===== config.mk =====
export PLATFORM = sky130hd
export DESIGN_NAME = shift_reg4_seq
export DESIGN_NICKNAME = d
export VERILOG_FILES = /design/src/rtl/shift_reg4_seq.sv
export SDC_FILE = /design/constraint.sdc
export NUM_CORES = 1
export LEC_CHECK = 0
export BUFFER_PORTS_ARGS = -buffer_cell sky130_fd_sc_hd__buf_2
export CELL_PAD_IN_SITES_DETAIL_PLACEMENT = 0
export CELL_PAD_IN_SITES_GLOBAL_PLACEMENT = 2
export CORE_MARGIN = 2
export CORE_UTILIZATION = 37
export CTS_BUF_LIST = sky130_fd_sc_hd__clkbuf_8 sky130_fd_sc_hd__clkbuf_16
export DETAILED_ROUTE_END_ITERATION = 7
export GPL_ROUTABILITY_DRIVEN = 0
export MAX_ROUTING_LAYER = met4
export PLACE_DENSITY = 0.82
export SETUP_SLACK_MARGIN = 0.2
export SYNTH_ARGS = -nofsm -noshare
export SYNTH_HDL_FRONTEND = slang
export SYNTH_SLANG_ARGS = --single-unit

===== constraint.sdc =====
create_clock -name clk -period 2.9 [get_ports clk]
set_clock_uncertainty 0.05 [all_clocks]
set_input_delay 0.145 -clock clk [delete_from_list [all_inputs] [get_ports clk]]
set_output_delay 0.145 -clock clk [all_outputs]
set_load 0.05 [all_outputs]

===== src/rtl/shift_reg4_seq.sv =====
// Command sequencer for the 8-bit shift_reg4 register: turns one LOAD/SHL/SHR/SERIN command into per-cycle register controls.
// Latency: enables run in cycles T+1..T+N after the accept edge T, done pulses in cycle T+N+1, ready again in cycle T+N+2.
// Backpressure: cmd_ready is low from accept until the first IDLE cycle; cmd_valid while not ready is ignored and not queued.
//
// Ports:
//   clk, reset                     - rising-edge clock, asynchronous active-high reset
//   cmd_valid/cmd_ready            - command handshake (accept when both high on a clock edge)
//   cmd_op/cmd_count/cmd_data      - opcode (00 SHL, 01 SERIN, 10 SHR, 11 LOAD), step count, load/serial data
//   abort                          - synchronous early termination of a running command
//   sr_enable/sr_shift_direction/sr_data_in - registered drive to the shift register
//   busy, done                     - not-idle flag and one-cycle completion pulse
module shift_reg4_seq #(
    parameter int DATA_W = 8,
    parameter int CNT_W  = 4
) (
    input  logic              clk,
    input  logic              reset,
    input  logic              cmd_valid,
    output logic              cmd_ready,
    input  logic [1:0]        cmd_op,
    input  logic [CNT_W-1:0]  cmd_count,
    input  logic [DATA_W-1:0] cmd_data,
    input  logic              abort,
    output logic              sr_enable,
    output logic [1:0]        sr_shift_direction,
    output logic [DATA_W-1:0] sr_data_in,
    output logic              busy,
    output logic              done
);
    // Step counters only ever need to reach DATA_W after clamping.
    localparam int SW = $clog2(DATA_W + 1);

    localparam logic [1:0] OP_SERIN = 2'b01;
    localparam logic [1:0] OP_LOAD  = 2'b11;

    typedef enum logic [1:0] {
        S_IDLE = 2'd0,
        S_RUN  = 2'd1,
        S_DONE = 2'd2
    } state_t;

    state_t            r_state;
    logic [SW-1:0]     r_n;        // total enable cycles for the current command
    logic [SW-1:0]     r_k;        // index of the enable cycle currently on the outputs
    logic [DATA_W-1:0] r_data;     // serial bits still to be presented (zero for non-SERIN)
    logic              r_cmd_ready;
    logic              r_sr_enable;
    logic [1:0]        r_sr_dir;
    logic [DATA_W-1:0] r_sr_data;
    logic              r_busy;
    logic              r_done;

    logic [SW-1:0]     w_n;
    logic [SW-1:0]     w_k_next;

    // Effective step count: LOAD is always a single enable, others clamp to DATA_W.
    always_comb begin
        w_n = SW'(DATA_W);
        if (cmd_op == OP_LOAD) begin
            w_n = SW'(1);
        end else if (int'(cmd_count) <= DATA_W) begin
            w_n = SW'(cmd_count);
        end
    end

    assign w_k_next = r_k + SW'(1);

    always_ff @(posedge clk or posedge reset) begin
        if (reset) begin
            r_state     <= S_IDLE;
            r_n         <= '0;
            r_k         <= '0;
            r_data      <= '0;
            r_cmd_ready <= 1'b1;
            r_sr_enable <= 1'b0;
            r_sr_dir    <= 2'b00;
            r_sr_data   <= '0;
            r_busy      <= 1'b0;
            r_done      <= 1'b0;
        end else begin
            case (r_state)
                S_IDLE: begin
                    if (cmd_valid && r_cmd_ready) begin
                        r_cmd_ready <= 1'b0;
                        r_busy      <= 1'b1;
                        r_k         <= '0;
                        r_n         <= w_n;
                        // Bit 0 goes out with the first enable; the rest wait here.
                        r_data      <= (cmd_op == OP_SERIN) ? (cmd_data >> 1) : '0;
                        if (w_n == '0) begin
                            r_state <= S_DONE;
                            r_done  <= 1'b1;
                        end else begin
                            r_state     <= S_RUN;
                            r_sr_enable <= 1'b1;
                            r_sr_dir    <= cmd_op;
                            case (cmd_op)
                                OP_LOAD:  r_sr_data <= cmd_data;
                                OP_SERIN: r_sr_data <= DATA_W'(cmd_data[0]);
                                default:  r_sr_data <= '0;
                            endcase
                        end
                    end
                end
                S_RUN: begin
                    // Abort on the final step looks exactly like normal completion.
                    if (abort || (w_k_next == r_n)) begin
                        r_state     <= S_DONE;
                        r_sr_enable <= 1'b0;
                        r_sr_dir    <= 2'b00;
                        r_sr_data   <= '0;
                        r_done      <= 1'b1;
                    end else begin
                        r_k       <= w_k_next;
                        r_sr_data <= DATA_W'(r_data[0]);
                        r_data    <= r_data >> 1;
                    end
                end
                S_DONE: begin
                    r_state     <= S_IDLE;
                    r_done      <= 1'b0;
                    r_busy      <= 1'b0;
                    r_cmd_ready <= 1'b1;
                    r_n         <= '0;
                    r_k         <= '0;
                    r_data      <= '0;
                end
                default: begin
                    r_state <= S_IDLE;
                end
            endcase
        end
    end

    assign cmd_ready          = r_cmd_ready;
    assign sr_enable          = r_sr_enable;
    assign sr_shift_direction = r_sr_dir;
    assign sr_data_in         = r_sr_data;
    assign busy               = r_busy;
    assign done               = r_done;

endmodule

# Yosys cells after proc, flatten, opt, wreduce, memory -nomap -nowiden
# Index checks and enable logic that the tools add are counted.
# word_totals
output_inout_bits	14
register_bits	32
in_bits	18
wordCells	71
# op_classes
n_eq_ne	10
n_mux	36
addsub	1
order_cmp	1
reduce_logical	13
# op_table
operator	n
2-to-1 mux 8 bit	4
case mux 8 bit (2 select lines)	2
case mux 8 bit (3 select lines)	1
2-to-1 mux 4 bit	5
2-to-1 mux 2 bit	6
case mux 4 bit (3 select lines)	1
!= test 2 bit (second input constant)	5
2-to-1 mux 1 bit	9
case mux 2 bit (2 select lines)	2
case mux 4 bit (2 select lines)	1
AND reduction 4 bit	2
2-to-1 mux 7 bit	1
case mux 1 bit (2 select lines)	3
AND reduction 3 bit	2
adder 4 x 1 -> 4 bit (second input constant)	1
== test 2 x 1 -> 1 bit (second input constant)	2
== test 2 bit (second input constant)	2
== test 4 bit	1
less-or-equal comparator 4 bit (second input constant)	1
logical NOT 4 bit	1
AND reduction 2 bit	2
nonzero test 2 bit	2
case mux 1 bit (3 select lines)	1
nonzero test 3 bit	1
other kinds (3)	3

# Logic depth before layout (Yosys ltp)
# Gate-level depths: netlist (run 1).
# depth
word_depth	7
depth_mapped	8
depth_no_buf	7

# Least setup slack after synthesis (run 1)
# Ideal clock, no wire load.
# synth_path
kind	register to register
startpoint	register r_cmd_ready (netlist: cmd_ready)
endpoint	register r_k[1]
stages_incl_launch_ff	6
synth_period_minus_slack_ns	2.019
arrival_ns	1.848
n_path_buf	0
required_time_ns	2.728
slack_ns	0.881
cell_sequence	dfstp_2 > a21boi_0 > or2_2 > a311oi_4 > inv_1 > a32o_1
# synth_via
elab_chain_len	3
# synth_rtl
element	line_no	source
start, declared	46	logic r_cmd_ready;
start signal, assigned	74	r_cmd_ready <= 1'b1;
start signal, assigned	84	r_cmd_ready <= 1'b0;
start signal, assigned	123	r_cmd_ready <= 1'b1;
logical AND 1 bit	83	if (cmd_valid && r_cmd_ready) begin
!= test 2 bit (no source line)	-	
AND reduction 3 bit (no source line)	-	
end signal, assigned	114	r_k <= w_k_next;
end, declared	44	logic [SW-1:0] r_k;
# Every way passes these cells.
# A chain may end at the register's enable or synchronous reset.

# Worst setup path after layout (run 1)
# layout_path
startpoint	register r_state[1]
endpoint	register r_k[1]
# layout_via
elab_chain_len	3
elab_cells_between_ends	8
classes_between	eq/ne: 4; mux: 1; reduce/logical: 3
# layout_rtl
element	line_no	source
start, declared	42	state_t r_state;
start signal, assigned	70	r_state <= S_IDLE;
start signal, assigned	91	r_state <= S_DONE;
start signal, assigned	94	r_state <= S_RUN;
== test 2 x 1 -> 1 bit, or another cell as far along	81	case (r_state)
!= test 2 bit (no source line) or nonzero test 3 bit (tied branches)	-	
AND reduction 3 bit (no source line)	-	
# Parallel ways exist; a longest one is shown, timed or not.

==> tab_implementation.tex, run 1 <==
\begin{tabular}{lr}
\hline
Metric & Value \\
\hline
\multicolumn{2}{l}{\textbf{Status}} \\
Run status & completed \\
\multicolumn{2}{l}{\textbf{Floorplanning}} \\
Area of the die & 4770 um2 \\
DIE WIDTH & 69.07 um \\
Floorplan Core Area & 4029 um2 \\
I/O pin count & 32 \\
Total number of placement rows & 23 \\
Starting Density & 38.88\% \\
Height of the die & 69.07 um \\
\multicolumn{2}{l}{\textbf{Setup path}} \\
Classification of the worst setup path & reg -> reg \\
Capturing point of the worst reg2reg path & r\_k[1]\$\_DFFE\_PP0P\_ \\
R2R Path Start & r\_state[1]\$\_DFFE\_PP0P\_ \\
Register-to-register setup slack & 0.70 ns \\
Cell mode on critical path & sky130\_fd\_sc\_hd\_\_inv\_1 \\
Critical Path Slowest Stage Cell & sky130\_fd\_sc\_hd\_\_dfrtp\_1 \\
R2r worst-path depth & 8 \\
Stage delay of the slowest cell on the critical path & 0.40 ns \\
Launching element type of the critical path & flip-flop \\
WP data arrival & 2.33 ns \\
CP required & 3.02 ns \\
Cells along the critical path & inv\_1, ha\_1, a21boi\_0, or2\_2, a311oi\_4, buf\_4, inv\_1, a32o\_1 \\
Largest fanout on the critical path & 16 \\
Nature of the critical path endpoint & flip-flop \\
\multicolumn{2}{l}{\textbf{Global route}} \\
Maximum number of pins on one net before global-route repair & 32 \\
Number of antenna violations at the first check in global routing & 0 \\
GRT overflow & 0 \\
Wire length of the first global-routing pass & 6492 um \\
Via count of the first global-routing pass & 1,376 \\
Global-route usage over all layers & 17.84\% \\
\multicolumn{2}{l}{\textbf{CTS}} \\
Clock tree from TritonCTS & done \\
Number of buffers added to fix hold violations after cts & 1 \\
Number of clock sinks & 31 \\
Root buffer cell & sky130\_fd\_sc\_hd\_\_clkbuf\_8 \\
Number of setup buffers added after CTS & 0 \\
H-tree levels & 2 \\
Number of gates resized after CTS & 0 \\
Reg clk slew, reported paths & 0.07 ns \\
Source-to-sink clock delay at the later pin of the worst-skew pair & 0.29 ns \\
Clk buf depth & 2 \\
TritonCTS buffer count & 5 \\
\multicolumn{2}{l}{\textbf{Synth}} \\
Proportion of synthesized flip-flops having asynchronous set or reset & 100.0\% \\
Leading register cell type out of synthesis & sky130\_fd\_sc\_hd\_\_dfrtp\_1 \\
Number of flip-flops and latches in the synthesized netlist & 31 \\
Average footprint of a synthesized cell & 11.03 um2 \\
Post-synthesis net count & 165 \\
Dominant cell by count in the synthesized netlist & sky130\_fd\_sc\_hd\_\_dfrtp\_1 \\
Most frequent cells after synthesis & sky130\_fd\_sc\_hd\_\_dfrtp\_1, sky130\_fd\_sc\_hd\_\_a21oi\_1, sky130\_fd\_sc\_hd\_\_a22o\_1, sky130\_fd\_sc\_hd\_\_nand2\_1 \\
Number of unique standard cell types used by synthesis & 43 \\
Post-synthesis cell count & 142 \\
Share of the yosys chip area belonging to registers & 49.60\% \\
YS warnings & 0 \\
Ranking of synthesized cells by area & sky130\_fd\_sc\_hd\_\_dfrtp\_1, sky130\_fd\_sc\_hd\_\_a22o\_1, sky130\_fd\_sc\_hd\_\_ha\_1 \\
Yosys top cell area share & 47.92\% \\
Post-Syn Area & 1567 um2 \\
Number of enable flip-flop cells after synthesis & 0 \\
Cell taking the most area after synthesis & sky130\_fd\_sc\_hd\_\_dfrtp\_1 \\
\multicolumn{2}{l}{\textbf{Final layout}} \\
Sequential cell area in the final layout & 777.0 um2 \\
ANT cells & 0 \\
Final nets & 204 \\
Proportion of layout cells with a drive suffix above 1 & 29.67\% \\
Area grow syn2layout & 20.45\% \\
Design area & 1887 um2 \\
Post-layout instance count excluding filler cells & 232 \\
\# fillers & 419 \\
Multi-input logic area & 737.0 um2 \\
\multicolumn{2}{l}{\textbf{Worst hold path}} \\
Hold/Removal Path Class & in -> reg \\
Endpoint of the worst hold path & sr\_data\_in[5]\$\_DFFE\_PP0P\_ \\
WHS Path Cells & 2 \\
Worst Min Path Start & cmd\_data[5] \\
\multicolumn{2}{l}{\textbf{STA}} \\
Post-layout minimum cycle time & 2.202 ns \\
Achievable Freq & 454.1 MHz \\
Worst slew pin tran & 0.8934 ns \\
Summed negative setup slack over all endpoints & 0 ns \\
Max transition margin & 40.31\% \\
Unrepaired setup endpoints after global routing & false \\
Final setup vio count & 0 \\
Hold Violations, Final & 0 \\
Period Utilization, post-route & 75.94\% \\
Final Max Tran Viols & 0 \\
\multicolumn{2}{l}{\textbf{Routing}} \\
Mean routed wirelength per cell & 16.06 um \\
Router iterations before antenna repair & 4 \\
Initial DRC count & 63 \\
Via-to-Cell Ratio & 5.440 \\
Via count & 1,262 \\
DRC violations left & 0 \\
Remaining antenna violation count & 0 \\
Total routed wirelength & 3725 um \\
\multicolumn{2}{l}{\textbf{Power}} \\
Worst VDD drop & 0.0005025 V \\
Cell area power density & 1150 nW/um2 \\
Post-layout power & 2.170 mW \\
Static power due to leakage & 0.8883 nW \\
\multicolumn{2}{l}{\textbf{Place}} \\
Port Buffers & 31 \\
Cell Area, Placed & 1788 um2 \\
Detailed-placement wirelength estimate & 2753 um \\
Placed instance count & 223 \\
\multicolumn{2}{l}{\textbf{Flow run}} \\
Max-cap viol count & 0 \\
\hline
\end{tabular}
[area by class of cell]
type / instances / share of cell area, %
tap: 50 / 3.316
sequential: 31 / 41.18
clock buffer: 5 / 3.647
inverter: 9 / 1.790
clock inverter: 3 / 1.061
multi-input combinational: 99 / 39.06
timing repair buffer: 35 / 9.947
[kinds of logic (layout without fill, tap and decap cells)]
kind of cell	after synthesis	count (layout)	share of synthesized area (%)
AND/OR/NAND/NOR	35	35	11.42
buffers and inverters	12	52	3.354
flip-flops	31	31	49.60
multiplexers	2	2	1.358
adder cells (fa/ha/maj)	5	5	3.994
XOR/XNOR	5	5	4.313
AO/OA/AOI/OAI	52	52	25.96
[worst max-delay path by stage]
stage                                      start                  to  cells after the start
after floorplan            cmd_ready$_DFFE_PP1P_  r_k[1]$_DFFE_PP0P_                      5
after global placement    r_state[0]$_DFFE_PP0P_  r_k[1]$_DFFE_PP0P_                      8
after detailed placement  r_state[1]$_DFFE_PP0P_  r_k[1]$_DFFE_PP0P_                      8
after CTS                 r_state[1]$_DFFE_PP0P_  r_k[1]$_DFFE_PP0P_                      8
after global routing      r_state[1]$_DFFE_PP0P_  r_k[1]$_DFFE_PP0P_                      8
final                     r_state[1]$_DFFE_PP0P_  r_k[1]$_DFFE_PP0P_                      8
[stage by stage]
step                worst slack, ns  hold WS [ns]  utilization [%]
detailed placement           0.7162        0.2022            44.38
floorplan                    0.8808        0.1978                -
CTS                          0.6920       0.02844            46.83
finish                       0.6978       0.03532            46.83
global route                 0.5511       0.02912            46.83
global placement             0.7531        0.1931            44.38
[where the power goes]
group,total [mW],switching (mW),internal [mW]
logic,1.11,0.757,0.355
clock network,0.338,0.171,0.167
registers,0.720,0.111,0.609
total,2.17,1.04,1.13
[sequential cells by signal (all words and copies together) (netlist names), 2 cells and up]
signal              count
r_k                     4
r_data                  7
r_n                     4
r_state                 2
sr_shift_direction      2
sr_data_in              8
[layout by cell type, fill, tap and decap left out, types with 5 or more instances in the layout]
master / instances
sky130_fd_sc_hd__inv_1: 9
sky130_fd_sc_hd__o21ai_0: 7
sky130_fd_sc_hd__nor2_1: 9
sky130_fd_sc_hd__clkbuf_8: 5
sky130_fd_sc_hd__a22o_1: 10
sky130_fd_sc_hd__nand2_1: 10
sky130_fd_sc_hd__ha_1: 5
sky130_fd_sc_hd__a22oi_1: 6
sky130_fd_sc_hd__buf_2: 31
sky130_fd_sc_hd__a21oi_1: 10
sky130_fd_sc_hd__dfrtp_1: 30
[metal layers]
layer	up-vias	routed length (um)	global-route usage [%]
li1	603	-	-
met1	618	1593	20.19
met2	32	1901	29.70
met3	9	155	5.263
met4	0	75	6.972
met5	-	0	-
[worst max-delay path, delay by kind of cell, from the launching register on]
family | cells | cell delay [ns]
compound gates | 3 | 0.64
fa+ha+maj | 1 | 0.22
buf+inv | 3 | 0.41
flops | 1 | 0.40
simple gates | 1 | 0.36
Power figures use the tool's default switching activity.
==> inputs of run 2 (changes only) <==
CORE_UTILIZATION = 34   (was 37)
PLACE_DENSITY = 0.76   (was 0.82)
clock period = 2.2 ns   (was 2.9 ns; I/O delays follow)
==> tab_implementation.tex, run 2 (synthesis gave the netlist of run 1 again) <==
\begin{tabular}{lr}
\hline
Metric & Value \\
\hline
\multicolumn{2}{l}{\textbf{Power}} \\
Int Pwr & 1.722 mW (+52\%) \\
Static power due to leakage & 0.9800 nW (+10\%) \\
Worst VDD drop & 0.0006409 V (+28\%) \\
Sequential power share & 29.9\% (-3.3 points) \\
Cell area power density & 1521 nW/um2 (+32\%) \\
Sw Ratio & 45.34\% (-2.6 points) \\
Net load switching power & 1.428 mW (+37\%) \\
Part of the total power dissipated in combinational logic & 56.6\% (+5.3 points) \\
Part of the total power dissipated in the clock network & 13.5\% (-2.1 points) \\
\multicolumn{2}{l}{\textbf{Setup path}} \\
WP data arrival & 2.02 ns (-0.31 ns) \\
Classification of the worst setup path & reg -> reg \\
Capturing point of the worst reg2reg path & sr\_shift\_direction[1]\$\_DFFE\_PP0P\_ \\
Count of buffer and inverter cells on the critical path & 0 (-3) \\
Cells along the critical path & ha\_4, xor2\_2, nor3\_4, a211oi\_4, or2\_1, a22o\_1 \\
R2R Path Start & r\_k[0]\$\_DFFE\_PP0P\_ \\
Cell family contributing the most delay on the critical path & simple AND/OR/NAND/NOR gates \\
Register-to-register setup slack & 0.30 ns (-0.40 ns) \\
R2r worst-path depth & 6 (-2) \\
Stage delay of the slowest cell on the critical path & 0.42 ns (+0.02 ns) \\
Cell depth of the worst setup path & 6 (-2) \\
CP required & 2.32 ns (-0.70 ns) \\
Nature of the critical path endpoint & flip-flop \\
Launching element type of the critical path & flip-flop \\
Largest fanout on the critical path & 8 (-8) \\
Critical Path Slowest Stage Cell & sky130\_fd\_sc\_hd\_\_dfrtp\_1 \\
\multicolumn{2}{l}{\textbf{Place}} \\
Placed instance count & 230 (+3.1\%) \\
Cell Area, Placed & 1843 um2 (+3.1\%) \\
Detailed-placement wirelength estimate & 2742 um (-0.37\%) \\
Port Buffers & 31 (unchanged) \\
\multicolumn{2}{l}{\textbf{CTS}} \\
Clk buf depth & 2 (unchanged) \\
H-tree levels & 2 (unchanged) \\
Clock tree from TritonCTS & done \\
Number of clock sinks & 31 (unchanged) \\
TritonCTS buffer count & 5 (unchanged) \\
Root buffer cell & sky130\_fd\_sc\_hd\_\_clkbuf\_8 \\
Source-to-sink clock delay at the later pin of the worst-skew pair & 0.28 ns (about the same) \\
Reg clk slew, reported paths & 0.07 ns (about the same) \\
\multicolumn{2}{l}{\textbf{Floorplanning}} \\
Area of the die & 5166 um2 (+8.3\%) \\
DIE WIDTH & 71.88 um (+4.1\%) \\
I/O pin count & 32 (unchanged) \\
Total number of placement rows & 24 (+4.3\%) \\
Starting Density & 35.73\% (-3.2 points) \\
Height of the die & 71.88 um (+4.1\%) \\
Floorplan Core Area & 4384 um2 (+8.8\%) \\
\multicolumn{2}{l}{\textbf{Routing}} \\
Sum of routed wire segments on met1 & 1818 um (+14\%) \\
Via-to-Cell Ratio & 5.315 (-2.3\%) \\
Routed length on met3 & 140 um (-9.7\%) \\
Initial DRC count & 37 (-41\%) \\
Via count & 1,318 (+4.4\%) \\
Remaining antenna violation count & 0 (unchanged) \\
Total routed wirelength & 3924 um (+5.3\%) \\
DRC violations left & 0 (unchanged) \\
Highest layer used for signal routing & met4 \\
Mean routed wirelength per cell & 15.82 um (-1.5\%) \\
Sum of met2 wire segment lengths after detailed routing & 1917 um (+0.84\%) \\
Router iterations before antenna repair & 4 (unchanged) \\
\multicolumn{2}{l}{\textbf{STA}} \\
Max transition margin & 59.91\% (+20 points) \\
Summed negative setup slack over all endpoints & 0 ns (unchanged) \\
Hold Violations, Final & 0 (unchanged) \\
Unrepaired setup endpoints after global routing & true \\
Achievable Freq & 526.6 MHz (+16\%) \\
Period Utilization, post-route & 86.31\% (+10 points) \\
Final Max Tran Viols & 0 (unchanged) \\
Final setup vio count & 0 (unchanged) \\
Post-layout minimum cycle time & 1.899 ns (-0.3034 ns) \\
Worst slew pin tran & 0.5959 ns (-0.2975 ns) \\
\multicolumn{2}{l}{\textbf{Worst hold path}} \\
Hold/Removal Path Class & in -> reg \\
WHS Path Cells & 2 (unchanged) \\
Endpoint of the worst hold path & r\_n[2]\$\_DFFE\_PP0P\_ \\
Worst Min Path Start & cmd\_count[2] \\
\multicolumn{2}{l}{\textbf{Status}} \\
Run status & completed \\
\multicolumn{2}{l}{\textbf{Final layout}} \\
Post-layout instance count excluding filler cells & 248 (+6.9\%) \\
Most common library cell in the layout ignoring fill and taps & sky130\_fd\_sc\_hd\_\_buf\_2 \\
Area grow syn2layout & 32.19\% \\
Final nets & 218 (+6.9\%) \\
ANT cells & 0 (unchanged) \\
Design area & 2071 um2 (+9.7\%) \\
Proportion of layout cells with a drive suffix above 1 & 35.71\% (+6.0 points) \\
Largest register FFs & 8 (unchanged) \\
Multi-input logic area & 782.0 um2 (+6.1\%) \\
Leading cell types in the layout, fill and taps excluded & sky130\_fd\_sc\_hd\_\_buf\_2, sky130\_fd\_sc\_hd\_\_dfrtp\_1, sky130\_fd\_sc\_hd\_\_buf\_4 \\
\# fillers & 415 (-0.95\%) \\
Sequential cell area in the final layout & 777.0 um2 (unchanged) \\
\multicolumn{2}{l}{\textbf{Flow run}} \\
Max-cap viol count & 0 (unchanged) \\
\multicolumn{2}{l}{\textbf{Global route}} \\
Via count of the first global-routing pass & 1,285 (-6.6\%) \\
Wire length of the first global-routing pass & 6299 um (-3.0\%) \\
Number of antenna violations at the first check in global routing & 0 (unchanged) \\
GRT overflow & 0 (unchanged) \\
Maximum number of pins on one net before global-route repair & 32 (unchanged) \\
Global-route usage over all layers & 16.53\% (-1.3 points) \\
\hline
\end{tabular}
==> run 2: changes by cell type in the layout (fill, tap and decap cells not counted), moves of 2 or more <==
| cell | delta |
|---|---|
| sky130_fd_sc_hd__dlygate4sd3_1 | +2 |
| sky130_fd_sc_hd__buf_4 | +9 |
| sky130_fd_sc_hd__clkinvlp_4 | -2 |
| sky130_fd_sc_hd__ha_4 | +2 |
| sky130_fd_sc_hd__ha_1 | -2 |
==> run 2: power groups by stage <==
stage / combinational (mW) / sequential (mW) / clock (mW)
finish: 1.78 / 0.943 / 0.425
global route: 1.92 / 0.969 / 0.468
CTS: 1.58 / 0.938 / 0.441
detailed placement: 1.56 / 0.946 / 0
global placement: 1.54 / 0.946 / 0
floorplan: 0.759 / 1.33 / 0
==> run 2: worst max-delay path by stage <==
| stage | startpoint | end | slack [ns] |
|---|---|---|---|
| 4_1_cts | r_state[0]$_DFFE_PP0P_ | r_data[4]$_DFFE_PP0P_ | 0.22 |
| 6_report | r_k[0]$_DFFE_PP0P_ | sr_shift_direction[1]$_DFFE_PP0P_ | 0.30 |
| 3_3_place_gp | r_state[0]$_DFFE_PP0P_ | r_data[2]$_DFFE_PP0P_ | 0.25 |
| 5_1_grt | r_state[1]$_DFFE_PP0P_ | r_state[1]$_DFFE_PP0P_ | 0.19 |
| 2_1_floorplan | cmd_ready$_DFFE_PP1P_ | r_k[1]$_DFFE_PP0P_ | 0.24 |
| 3_5_place_dp | r_k[0]$_DFFE_PP0P_ | sr_shift_direction[1]$_DFFE_PP0P_ | 0.20 |
==> run 2: layout make-up <==
class	count	area share [%]
Multi-Input combinational cell	99	37.76
Sequential cell	31	37.52
Timing Repair Buffer	49	16.01
Clock buffer	5	3.323
Tap cell	52	3.142
Inverter	9	1.631
Clock inverter	3	0.6042
==> run 2: layer usage <==
metal | GRT usage [%] | up-vias
met5 | - | -
met4 | 6.289 | 0
met3 | 4.219 | 4
met2 | 25.93 | 30
met1 | 20.58 | 654
li1 | - | 630
==> run 2: metrics by stage <==
stage	util [%]	hold WS (ns)	power (mW)	setup slack (ns)
finish	47.23	0.01336	3.150	0.3012
CTS	44.75	0.006720	2.955	0.2151
global route	47.23	0.01397	3.354	0.1857
global placement	42.04	0.1669	2.488	0.2468
detailed placement	42.04	0.1770	2.505	0.2007
floorplan	-	0.1628	2.084	0.2373
==> run 2: worst register-to-register path: stages (launching register included) <==
cell and delay [ns]:
sky130_fd_sc_hd__dfrtp_1 0.42, sky130_fd_sc_hd__ha_4 0.26, sky130_fd_sc_hd__xor2_2 0.15, sky130_fd_sc_hd__nor3_4 0.31, sky130_fd_sc_hd__a211oi_4 0.16, sky130_fd_sc_hd__or2_1 0.25, sky130_fd_sc_hd__a22o_1 0.18
==> run 2: what timing repair did <==
item / 4_1_cts / 5_1_grt
pin swaps: 0 / 6
hold buffers: 3 / 0
setup endpoints to repair: 2 / 17
hold endpoints to repair: 32 / 0
resized for setup: 0 / 9
gates cloned: 0 / 1
buffers inserted: 1 / 5
